**src/rtl/pam_frame_sched.sv**
```systemverilog
// pam_frame_sched: builds each transmit frame as preamble, pilot, payload
// (taken from pam_map) and guard, through a single registered output slot.
// The pam_map handshake is only opened during the payload phase.
module pam_frame_sched #(
  parameter int AD_CVER_WIDTH = 12,
  parameter int PREAMBLE_LEN  = 32,
  parameter int PILOT_LEN     = 16,
  parameter int PAYLOAD_LEN   = 256,
  parameter int GUARD_LEN     = 4,
  parameter int CNT_WIDTH     = 16
) (
  input  logic                         clk,
  input  logic                         rst,
  input  logic                         cfg_enable,
  input  logic [2*AD_CVER_WIDTH-1:0]   PamMap2AddHead_data,
  input  logic                         PamMap2AddHead_valid,
  output logic                         PamMap2AddHead_ready,
  output logic [2*AD_CVER_WIDTH-1:0]   Frame_out_data,
  output logic                         Frame_out_valid,
  input  logic                         Frame_out_ready,
  output logic                         Frame_out_sof,
  output logic                         Frame_out_eof,
  output logic                         frame_busy,
  output logic [15:0]                  frame_cnt
);

  localparam int DW = 2 * AD_CVER_WIDTH;

  // Full-scale positive level and its two's-complement negative.
  localparam logic [AD_CVER_WIDTH-1:0] HI = {1'b0, {(AD_CVER_WIDTH-1){1'b1}}};
  localparam logic [AD_CVER_WIDTH-1:0] LO = {1'b1, {(AD_CVER_WIDTH-2){1'b0}}, 1'b1};

  localparam logic [7:0] LFSR_SEED = 8'hA5;

  localparam logic [CNT_WIDTH-1:0] PRE_LAST = CNT_WIDTH'(PREAMBLE_LEN - 1);
  localparam logic [CNT_WIDTH-1:0] PIL_LAST = CNT_WIDTH'(PILOT_LEN - 1);
  localparam logic [CNT_WIDTH-1:0] PAY_LAST = CNT_WIDTH'(PAYLOAD_LEN - 1);
  localparam logic [CNT_WIDTH-1:0] GRD_LAST = CNT_WIDTH'(GUARD_LEN - 1);

  typedef enum logic [2:0] {
    S_IDLE,
    S_PREAMBLE,
    S_PILOT,
    S_PAYLOAD,
    S_GUARD
  } state_t;

  state_t                 r_state;
  logic [CNT_WIDTH-1:0]   r_cnt;
  logic [7:0]             r_lfsr;
  logic [DW-1:0]          r_data;
  logic                   r_valid;
  logic                   r_sof;
  logic                   r_eof;
  logic [15:0]            r_frame_cnt;

  state_t                 w_state_next;
  logic [CNT_WIDTH-1:0]   w_cnt_next;
  logic [7:0]             w_lfsr_next;
  logic [DW-1:0]          w_data_next;
  logic                   w_valid_next;
  logic                   w_sof_next;
  logic                   w_eof_next;
  logic [15:0]            w_frame_cnt_next;
  logic                   w_src_ready;

  // The slot may take a new word when it is empty or is being drained.
  logic w_load_en;
  logic w_start;
  logic w_lfsr_fb;

  assign w_load_en = !r_valid || Frame_out_ready;
  assign w_start   = cfg_enable && PamMap2AddHead_valid;
  assign w_lfsr_fb = r_lfsr[7] ^ r_lfsr[5] ^ r_lfsr[4] ^ r_lfsr[3];

  // Next-state, counter, LFSR and output-slot logic; nothing moves unless the slot can load.
  always_comb begin
    w_state_next     = r_state;
    w_cnt_next       = r_cnt;
    w_lfsr_next      = r_lfsr;
    w_data_next      = r_data;
    w_valid_next     = r_valid;
    w_sof_next       = r_sof;
    w_eof_next       = r_eof;
    w_frame_cnt_next = r_frame_cnt;
    w_src_ready      = 1'b0;

    // A drained slot with nothing new to load becomes empty.
    if (w_load_en) begin
      w_valid_next = 1'b0;
      w_sof_next   = 1'b0;
      w_eof_next   = 1'b0;
      w_data_next  = '0;
    end

    case (r_state)
      S_IDLE: begin
        if (w_start) begin
          w_state_next = S_PREAMBLE;
          w_cnt_next   = '0;
        end
      end

      S_PREAMBLE: begin
        if (w_load_en) begin
          w_valid_next = 1'b1;
          w_data_next  = r_cnt[0] ? {LO, HI} : {HI, LO};
          w_sof_next   = (r_cnt == '0);
          if (r_cnt == PRE_LAST) begin
            w_state_next = S_PILOT;
            w_cnt_next   = '0;
            w_lfsr_next  = LFSR_SEED;
          end else begin
            w_cnt_next = r_cnt + CNT_WIDTH'(1);
          end
        end
      end

      S_PILOT: begin
        if (w_load_en) begin
          w_valid_next = 1'b1;
          w_data_next  = r_lfsr[7] ? {HI, HI} : {LO, LO};
          w_lfsr_next  = {r_lfsr[6:0], w_lfsr_fb};
          if (r_cnt == PIL_LAST) begin
            w_state_next = S_PAYLOAD;
            w_cnt_next   = '0;
          end else begin
            w_cnt_next = r_cnt + CNT_WIDTH'(1);
          end
        end
      end

      S_PAYLOAD: begin
        w_src_ready = w_load_en;
        // On underrun the slot simply empties; no filler is inserted.
        if (w_load_en && PamMap2AddHead_valid) begin
          w_valid_next = 1'b1;
          w_data_next  = PamMap2AddHead_data;
          if (r_cnt == PAY_LAST) begin
            w_state_next = S_GUARD;
            w_cnt_next   = '0;
          end else begin
            w_cnt_next = r_cnt + CNT_WIDTH'(1);
          end
        end
      end

      S_GUARD: begin
        if (w_load_en) begin
          w_valid_next = 1'b1;
          w_data_next  = '0;
          w_eof_next   = (r_cnt == GRD_LAST);
          if (r_cnt == GRD_LAST) begin
            w_frame_cnt_next = r_frame_cnt + 16'd1;
            w_state_next     = w_start ? S_PREAMBLE : S_IDLE;
            w_cnt_next       = '0;
          end else begin
            w_cnt_next = r_cnt + CNT_WIDTH'(1);
          end
        end
      end

      default: begin
        w_state_next = S_IDLE;
        w_cnt_next   = '0;
      end
    endcase
  end

  // State, counters, LFSR and output slot registers with synchronous reset.
  always_ff @(posedge clk) begin
    if (rst) begin
      r_state     <= S_IDLE;
      r_cnt       <= '0;
      r_lfsr      <= LFSR_SEED;
      r_data      <= '0;
      r_valid     <= 1'b0;
      r_sof       <= 1'b0;
      r_eof       <= 1'b0;
      r_frame_cnt <= '0;
    end else begin
      r_state     <= w_state_next;
      r_cnt       <= w_cnt_next;
      r_lfsr      <= w_lfsr_next;
      r_data      <= w_data_next;
      r_valid     <= w_valid_next;
      r_sof       <= w_sof_next;
      r_eof       <= w_eof_next;
      r_frame_cnt <= w_frame_cnt_next;
    end
  end

  assign PamMap2AddHead_ready = w_src_ready;
  assign Frame_out_data       = r_data;
  assign Frame_out_valid      = r_valid;
  assign Frame_out_sof        = r_sof;
  assign Frame_out_eof        = r_eof;
  assign frame_busy           = (r_state != S_IDLE);
  assign frame_cnt            = r_frame_cnt;

endmodule

```
**config.mk**
```make
export PLATFORM = sky130hd
export DESIGN_NAME = pam_frame_sched
export DESIGN_NICKNAME = d
export VERILOG_FILES = /design/src/rtl/pam_frame_sched.sv
export SDC_FILE = /design/constraint.sdc
export NUM_CORES = 1
export LEC_CHECK = 0
export CORE_MARGIN = 2
export CORE_UTILIZATION = 51
export CTS_CLUSTER_SIZE = 30
export DETAILED_ROUTE_END_ITERATION = 10
export PLACE_DENSITY = 0.88
export SLEW_MARGIN = 15
export SYNTH_ARGS = -nofsm -noshare
export SYNTH_HDL_FRONTEND = slang
export SYNTH_SLANG_ARGS = --single-unit
```
**constraint.sdc**
```tcl
create_clock -name clk -period 3 [get_ports clk]
set_input_delay 0.3 -clock clk [delete_from_list [all_inputs] [get_ports clk]]
set_output_delay 0.3 -clock clk [all_outputs]
set_load 0.05 [all_outputs]
```
==> results of run 1 <==
-- registers in the layout, summed over array words and instances, names as in the netlist, named ones only --
| signal | cells |
|---|---|
| Frame_out_valid | 1 |
| frame_cnt | 16 |
| r_cnt | 16 |
| r_lfsr | 8 |
| Frame_out_data | 24 |
| r_state | 3 |
-- power by group through the flow --
stage	Combinational [W]	Clock [W]	Sequential (W)
after floorplan	0.000355	0	0.00111
after global placement	0.000577	0	0.00103
after detailed placement	0.000591	0	0.00103
after CTS	0.000595	0.000789	0.00101
after global routing	0.000646	0.000827	0.00102
final	0.000598	0.000777	0.00101
-- cells in the final DEF (no fill, tap or decap), types with 2 or more instances in the layout --
cell type,instances
dfxtp_1,70
ha_1,3
o21ai_1,3
clkbuf_8,10
nand2b_1,8
and4_1,2
a221oi_1,12
or4_1,2
a22oi_1,7
and2_1,5
o21a_1,2
o21ai_0,34
nor4_1,3
and3_1,5
nor3_1,13
or3_1,5
xor2_1,5
xnor2_1,23
buf_4,7
nor2_1,46
a211oi_1,2
a21oi_1,25
o22ai_1,4
nor2_2,3
nand3_1,14
nand4b_1,3
inv_1,8
nor4_4,3
inv_6,2
nand2_1,43
nor2b_1,5
clkdlybuf4s50_1,73
nand4_1,8
nor2_4,8
-- kinds of logic after synthesis --
group	share of synthesized area, %
AND/OR/NAND/NOR	30.0
AO/OA/AOI/OAI	15.7
flip-flops	40.6
XOR/XNOR	7.10
buffers and inverters	5.22
adder cells (fa/ha/maj)	1.09
multiplexers	0.290
-- area by class of cell --
type	count	share of cell area (%)
multi-input cells	308	42.6
flip-flops and latches	70	31.9
repair buffers	80	17.9
clock buffers	10	3.14
well taps	77	2.20
clock inverters	6	1.57
inverters	8	0.684
-- path summary, 6_finish.rpt --
| kind | end | depth (start not counted) |
|---|---|---|
| setup / recovery | PamMap2AddHead_ready | 4 |
| hold / removal | Frame_out_data[3]$_SDFF_PP0_ | 2 |
| setup reg to reg | frame_cnt[8]$_SDFFE_PP0P_ | 6 |
| hold reg to reg | Frame_out_data[3]$_SDFF_PP0_ | 2 |
-- through the flow --
step	util (%)	instances
2_1_floorplan	-	411
4_1_cts	67.9	559
3_3_place_gp	64.7	543
5_1_grt	67.9	559
3_5_place_dp	64.7	543
6_report	67.9	559
-- synthesized netlist by cell type, types with 3 or more instances --
| library cell | n | area [um^2] |
|---|---|---|
| or3_1 | 5 | 31.3 |
| nand4_1 | 8 | 50.1 |
| nor2b_1 | 5 | 31.3 |
| dfxtp_1 | 70 | 1400 |
| inv_1 | 8 | 30.0 |
| xnor2_1 | 23 | 201 |
| xor2_1 | 5 | 43.8 |
| and3_1 | 5 | 31.3 |
| o21ai_1 | 3 | 15.0 |
| nor3_1 | 13 | 65.1 |
| nor2_4 | 8 | 90.1 |
| o21ai_0 | 34 | 170 |
| nand2_1 | 43 | 161 |
| a22oi_1 | 7 | 52.6 |
| nor4_1 | 3 | 18.8 |
| nor2_1 | 46 | 173 |
| buf_6 | 3 | 33.8 |
| nand3_1 | 14 | 70.1 |
| nand2b_1 | 8 | 50.1 |
| ha_1 | 3 | 37.5 |
| and2_1 | 5 | 31.3 |
| buf_2 | 3 | 15.0 |
| nand4b_1 | 3 | 26.3 |
| a221oi_1 | 12 | 105 |
| nor2_2 | 3 | 18.8 |
| clkbuf_1 | 16 | 60.1 |
| a21oi_1 | 25 | 125 |
| nor4_4 | 3 | 63.8 |
| o22ai_1 | 4 | 25.0 |
-- metal layers --
metal	vias to the layer above	part of all wire (%)
li1	1575	-
met1	1505	43
met2	140	48
met3	22	5.9
met4	0	2.6
met5	-	0
-- worst max-delay path: cells and delay by family --
family / cells / cell delay, ns
buf+inv: 2 / 1.28
simple gates: 2 / 0.59
==> metrics.yaml, run 1 <==
use_met1_pct: 29.1
layout.nets: 509
synth_ff_type: "dfxtp_1"
clockBufferDepth: 2
p_seq_share_pct: 42.4
antenna_found_initial: 0
swShare_pct: 33.7
fin_crit_sh_pct: 82.6
timing.final.crit_period_ns: 2.48
reg2reg_slack_ns: 0.59
drc: 0
crit_start: "Frame_out_ready"
crit_path_cell_trace: "clkdlybuf4s50_1 > nand2b_1 > and3_1 > clkdlybuf4s50_1"
p_int_w: 0.00158
end_kind: "output port"
antennaDiodeCount: 0
drv_slew: 0
ir_drop_uv: 284
vias: 3242
synth.distinct_cells: 48
tightest_slew_ns: 0.842
core-area_um2: 6460
wl_per_cell_um: 15.3
clkPwrFrac_pct: 32.5
combPwrFrac_pct: 25.1
ys_seq_area_share_pct: 40.6
regArea_um2: 1400
rsz0062_at_grt: "no"
run_status: "complete, no violations"
finalSetupViolCount: 0
cts-resized-gates: 0
cts-root-buf: "clkbuf_8"
min_path_type: "flop to flop"
grt.overflow.total: 0
ios: 74
cp.required_ns: 2.70
netlist_area_um2: 3450
fin_tns_setup_ns: 0
numPortBuffers: 73
fmax_ghz: 0.404
synth_nets: 443
syn2layout_area_growth_pct: 27.1
cp_slowest_stage_delay_ns: 0.81
use_met2_pct: 39.5
start_kind: "primary input"
worst-path-max-fanout: 10
grt_max_degree: 52
postCtsHoldBufs: 0
grt.total_usage_pct: 23.4
grt_pass1_vias: 3080
critPathMostFrequentCell: "clkdlybuf4s50_1"
total_power_w: 0.00239
placed_cell_area_um2: 4180
hold_viol: 0
finish.instance_area_um2: 4390
drt_iter0_markers: 321
gp_congestion: 0.931
totalWireLength_mm: 8.57
power_leakage_nw: 1.44
path_clk_slew_ns: 0.07
synth_seq_cells: 70
ant_nets: 0
post-cts-setup-buffers: 0
viasPerCell: 5.80
cts_inserted_buffers: 9
cp.arrival_ns: 2.18
cts_num_sinks: 70
die_area_um2: 7440
drive_gt1_share_pct: 8.71
critical_path_class: "primary input to output port"
syn_inst: 411
clock_skew_ns: 0.0147
hold_slack_ns: 0.481
powerDensity_nw_per_um2: 544
yosysWarnings: 0
firstDrtPassIters: 5
h-tree-depth: 3
synth-edff-count: 0
min_from: "Frame_out_data[3]$_SDFF_PP0_"
hpwl_mm: 6.23
slew-limit-headroom_pct: 43.6
critical-path-slowest-cell: "clkdlybuf4s50_1"
grt_pass1_wl_mm: 14.1
multi_input_area_um2: 1870
async_reset_ff_share_pct: 0
start_util_pct: 53.4
n_fill_cell: 503
dp_slack_ns: 0.421
num_rows: 29
clk_latency_ns: 0.35
finalWorstSetupSlack_ns: 0.522
die_y_um: 86.3
avgSynthCellArea_um2: 8.40
p_sw_w: 0.000804
cts_tree: "built"
maxCapViolCount: 0
grt_busiest_layer: "met2"
chipWidth_um: 86.3
met3_usage_pct: 4.10
rr_startpoint: "r_cnt[0]$_SDFFE_PP0P_"
No activity file was read; power rests on OpenSTA's default activity.
==> inputs of run 2 (changes only) <==
--- a/config.mk
+++ b/config.mk
@@ -6,10 +6,10 @@
 export NUM_CORES = 1
 export LEC_CHECK = 0
 export CORE_MARGIN = 2
-export CORE_UTILIZATION = 51
+export CORE_UTILIZATION = 46
 export CTS_CLUSTER_SIZE = 30
 export DETAILED_ROUTE_END_ITERATION = 10
-export PLACE_DENSITY = 0.88
+export PLACE_DENSITY = 0.84
 export SLEW_MARGIN = 15
 export SYNTH_ARGS = -nofsm -noshare
 export SYNTH_HDL_FRONTEND = slang
==> constraint.sdc (replaced) <==
create_clock -name clk -period 2.2 [get_ports clk]
set_input_delay 0.22 -clock clk [delete_from_list [all_inputs] [get_ports clk]]
set_output_delay 0.22 -clock clk [all_outputs]
set_load 0.05 [all_outputs]
==> run 2 against run 1 <==
  * Via count grew 4.0%
  * Final area rose by 5.5%
  * Combinational power grew 66%
  * Hold slack got worse by 0.065 ns
  * Total power is 39% higher
  * Sequential cell count is the same
  * Register-to-register slack got worse by 0.50 ns
  * First-iteration DRC count shrank 13%
  * Largest cell class unchanged
  * Routed wire length rose by 8.2%
  * Die area increased by 10%
  * Final cell count is 8.6% higher
  * Core utilization is 4.1 points lower
==> metrics.yaml, run 2 (same netlist as run 1, synthesis figures left out) <==
endpoint: "frame_cnt[6]$_SDFFE_PP0P_"
cp.required_ns: 2.47
drv_slew: 0
reg2reg_slack_ns: 0.09
cts-root-buf: "clkbuf_8"
use_met2_pct: 36.9
ff2ff_path_depth: 5
cts_num_sinks: 70
slew-limit-headroom_pct: 63.9
numPortBuffers: 73
vias: 3371
total_power_w: 0.00331
grt_max_degree: 52
cp.arrival_ns: 2.38
clock_skew_ns: 0.0169
placed_cell_area_um2: 4410
wl_per_cell_um: 15.3
fin_crit_sh_pct: 96.0
powerDensity_nw_per_um2: 716
clk_latency_ns: 0.35
rr_startpoint: "r_cnt[9]$_SDFFE_PP0P_"
h-tree-depth: 3
worst-path-max-fanout: 9
run_status: "complete, no violations"
n_fill_cell: 597
start_kind: "flop"
largest_reg_flops: 24
finalSetupViolCount: 0
start_util_pct: 47.6
chipWidth_um: 90.6
antennaDiodeCount: 0
num_rows: 31
multi_input_area_um2: 1900
maxCapViolCount: 0
drc: 0
critical_path_class: "flop to flop"
grt_pass1_wl_mm: 15.1
regArea_um2: 1410
viasPerCell: 5.55
fmax_ghz: 0.473
hold_viol: 0
mostFrequentLayoutCell: "clkdlybuf4s50_1"
hold_depth: 3
crit_start: "r_cnt[9]$_SDFFE_PP0P_"
clockBufferDepth: 2
antenna_found_initial: 0
tightest_slew_ns: 0.540
core-area_um2: 7250
ios: 74
met3_usage_pct: 3.67
use_met1_pct: 27.9
cts_inserted_buffers: 9
cts_tree: "built"
finish.instance_area_um2: 4630
min_path_type: "primary input to flop"
firstDrtPassIters: 6
grt.total_usage_pct: 22.4
r2r_end: "frame_cnt[6]$_SDFFE_PP0P_"
gp_congestion: 0.912
grt.overflow.total: 0
syn2layout_area_growth_pct: 34.1
ant_nets: 0
drt_iter0_markers: 279
power_leakage_nw: 1.57
grt_pass1_vias: 3234
die_area_um2: 8210
hpwl_mm: 6.62
die_y_um: 90.6
totalWireLength_mm: 9.27
rsz0062_at_grt: "no"
path_clk_slew_ns: 0.08
drive_gt1_share_pct: 15.0
layout_common_cells: "71 x clkdlybuf4s50_1, 68 x dfxtp_1, 46 x nor2_1"
grt_busiest_layer: "met2"
timing.final.crit_period_ns: 2.11
ir_drop_uv: 426
layout.nets: 535
end_kind: "flop"
-- run 2: repair_timing --
action	CTS	global route
pin swaps	0	2
setup endpoints to repair	1	26
setup buffers	0	1
hold buffers	0	0
gates cloned	0	1
gates resized for setup	1	4
-- run 2: worst max-delay path: stages (launching register included) --
cell,delay [ns]
dfxtp_1,0.37
nor4_4,0.37
nand4_2,0.21
or4_4,0.58
or3_1,0.35
a21oi_1,0.15
-- run 2: metrics by stage --
step                      instances  setup slack (ns)  setup TNS [ns]  hold slack (ns)  util (%)
after floorplan                 411            0.0605               0            0.353         -
after global placement          589            -0.148           -1.79            0.462      60.9
after detailed placement        589            -0.186           -2.45            0.477      60.9
after CTS                       605           0.00150               0            0.413      63.4
after global routing            607            0.0100               0            0.421      63.8
final                           607            0.0872               0            0.416      63.8
-- run 2: power breakdown --
part	switching, W	internal (W)
combinational	0.000606	0.000384
clock	0.000511	0.000445
sequential	0.0000485	0.00132
-- run 2: worst min-delay path by stage --
stage / slack (ns) / end / from
after floorplan: 0.35 / Frame_out_data[13]$_SDFF_PP0_ / PamMap2AddHead_data[13]
after global placement: 0.46 / r_lfsr[2]$_SDFFE_PP1P_ / r_lfsr[2]$_SDFFE_PP1P_
after detailed placement: 0.48 / Frame_out_data[2]$_SDFF_PP0_ / Frame_out_data[2]$_SDFF_PP0_
after CTS: 0.41 / Frame_out_data[22]$_SDFF_PP0_ / PamMap2AddHead_data[22]
after global routing: 0.42 / Frame_out_data[20]$_SDFF_PP0_ / PamMap2AddHead_data[20]
final: 0.42 / Frame_out_data[19]$_SDFF_PP0_ / PamMap2AddHead_data[19]
-- run 2: layout make-up --
class / count / area share [%]
sequential: 70 / 30.4
timing repair buffer: 105 / 21.4
clock buffer: 10 / 2.97
clock inverter: 6 / 0.946
multi-input combinational: 309 / 41.0
tap: 99 / 2.67
inverter: 8 / 0.648
-- run 2: metal layers --
layer  up-vias  share of wire (%)
met1      1579                 44
met4         0                3.1
li1       1627                  -
met2       141                 48
met3        24                5.4
met5         -                  0
==> inputs of run 3 (changes only) <==
--- a/config.mk
+++ b/config.mk
@@ -7,9 +7,8 @@
 export LEC_CHECK = 0
 export CORE_MARGIN = 2
 export CORE_UTILIZATION = 46
-export CTS_CLUSTER_SIZE = 30
 export DETAILED_ROUTE_END_ITERATION = 10
-export PLACE_DENSITY = 0.84
+export PLACE_DENSITY = 0.75
 export SLEW_MARGIN = 15
 export SYNTH_ARGS = -nofsm -noshare
 export SYNTH_HDL_FRONTEND = slang
==> run 3 against run 2 <==
  * Combinational power decreased by 4.1%
  * Largest cell class unchanged
  * Core utilization about the same
  * Die area unchanged
  * Register-to-register slack about the same
  * Clock skew decreased by 0.0084 ns
  * Setup slack improved by 0.013 ns
  * Routed wire length decreased by 2.5%
  * Non-clock buffer count decreased by 1
==> metrics.yaml, run 3 (same netlist as run 1, synthesis figures left out) <==
run_status: "complete, no violations"
grt.overflow.total: 0
syn2layout_area_growth_pct: 34.2
hold_viol: 0
ios: 74
wl_per_cell_um: 14.9
start_kind: "flop"
power_leakage_nw: 1.56
hold_depth: 2
chipWidth_um: 90.6
slew-limit-headroom_pct: 53.0
ir_drop_uv: 332
cts_tree: "built"
cts-root-buf: "clkbuf_8"
drive_gt1_share_pct: 15.0
post-cts-setup-buffers: 0
cts_num_sinks: 70
critical_path_class: "flop to flop"
totalWireLength_mm: 9.04
maxCapViolCount: 0
mostFrequentLayoutCell: "clkdlybuf4s50_1"
finish.instance_area_um2: 4630
largest_reg_flops: 24
grt.total_usage_pct: 22.4
clockBufferDepth: 2
dp_slack_ns: -0.201
min_from: "rst"
min_path_type: "primary input to flop"
h-tree-depth: 3
layout_common_cells: "70 x clkdlybuf4s50_1, 67 x dfxtp_1, 46 x nor2_1"
clk_latency_ns: 0.36
numPortBuffers: 73
fin_tns_setup_ns: 0
grt_pass1_wl_mm: 14.9
placed_cell_area_um2: 4410
min_to: "r_cnt[4]$_SDFFE_PP0P_"
path_clk_slew_ns: 0.08
hpwl_mm: 6.35
finalWorstSetupSlack_ns: 0.100
antenna_found_initial: 0
start_util_pct: 47.6
r2r_end: "r_cnt[1]$_SDFFE_PP0P_"
drt_iter0_markers: 189
drv_slew: 0
drc: 0
clock_skew_ns: 0.00852
viasPerCell: 5.38
powerDensity_nw_per_um2: 722
fmax_ghz: 0.476
ant_nets: 0
gp_congestion: 0.830
worst-path-max-fanout: 15
total_power_w: 0.00335
die_area_um2: 8210
timing.final.crit_period_ns: 2.10
tightest_slew_ns: 0.700
antennaDiodeCount: 0
cp.arrival_ns: 2.38
grt_pass1_vias: 3090
grt_max_degree: 36
reg2reg_slack_ns: 0.10
rr_startpoint: "r_state[2]$_SDFFE_PP0P_"
ff2ff_path_depth: 6
layout.nets: 534
firstDrtPassIters: 4
core-area_um2: 7250
finalSetupViolCount: 0
num_rows: 31
cp.required_ns: 2.48
fin_crit_sh_pct: 95.4
vias: 3259
end_kind: "flop"
die_y_um: 90.6
cts_inserted_buffers: 9
## run 3: cell types whose count changed in the layout (fill, tap and decap cells not counted), sizes merged
cell / change
bufinv: +1
clkbuf: +1
clkdlybuf4s50: -1
clkinvlp: -1
inv: -1
or4: +1
or4b: -1
## run 3: per-layer routing
metal / vias up / share of wire, % / global-route usage, % / wire length [um]
met5: - / 0 / 0 / 0
met4: 0 / 1.7 / 9.36 / 150
met3: 13 / 5.7 / 4.34 / 512
met2: 87 / 47 / 35.6 / 4260
met1: 1527 / 46 / 29.6 / 4120
li1: 1632 / - / - / -
## run 3: timing repair
item | in CTS | in global routing
hold buffers | 0 | 0
pin swaps | 0 | 2
hold endpoints to repair | 0 | 0
setup endpoints to repair | 1 | 28
resized for setup | 1 | 6
gates cloned | 0 | 1
## run 3: worst max-delay path by stage
stage / cells after the start / endpoint / from
2_1_floorplan: 9 / r_cnt[15]$_SDFFE_PP0P_ / Frame_out_valid$_SDFF_PP0_
3_3_place_gp: 7 / r_cnt[1]$_SDFFE_PP0P_ / Frame_out_ready
3_5_place_dp: 7 / r_cnt[1]$_SDFFE_PP0P_ / Frame_out_ready
4_1_cts: 6 / r_cnt[15]$_SDFFE_PP0P_ / r_state[0]$_SDFFE_PP0P_
5_1_grt: 6 / frame_cnt[12]$_SDFFE_PP0P_ / r_cnt[0]$_SDFFE_PP0P_
6_report: 6 / r_cnt[1]$_SDFFE_PP0P_ / r_state[2]$_SDFFE_PP0P_
## run 3: worst max-delay path: stages, from the launching register on
cell	delay, ns
dfxtp_1	0.42
nor3b_2	0.32
nand2_1	0.12
o211a_1	0.15
and4_4	0.17
or4b_4	0.66
a21oi_1	0.17
## run 3: cell type report
class / instances / area (um^2)
inverters: 8 / 30.0
clock buffers: 11 / 131
fillers: 632 / 2620
multi-input cells: 309 / 1900
repair buffers: 104 / 978
flip-flops and latches: 70 / 1410
clock inverters: 5 / 58.8
well taps: 99 / 124
## run 3: through the flow
stage	hold WS, ns	utilization (%)	cells
final	0.238	63.9	606
after floorplan	0.353	-	411
after CTS	0.241	63.5	605
after global placement	0.466	60.8	589
after detailed placement	0.468	60.8	589
after global routing	0.268	63.9	606
## run 3: power by group
group | internal, W | total (W) | switching (W)
Combinational | 0.000368 | 0.000949 | 0.000581
Sequential | 0.00132 | 0.00137 | 0.0000514
Clock | 0.000527 | 0.00103 | 0.000498
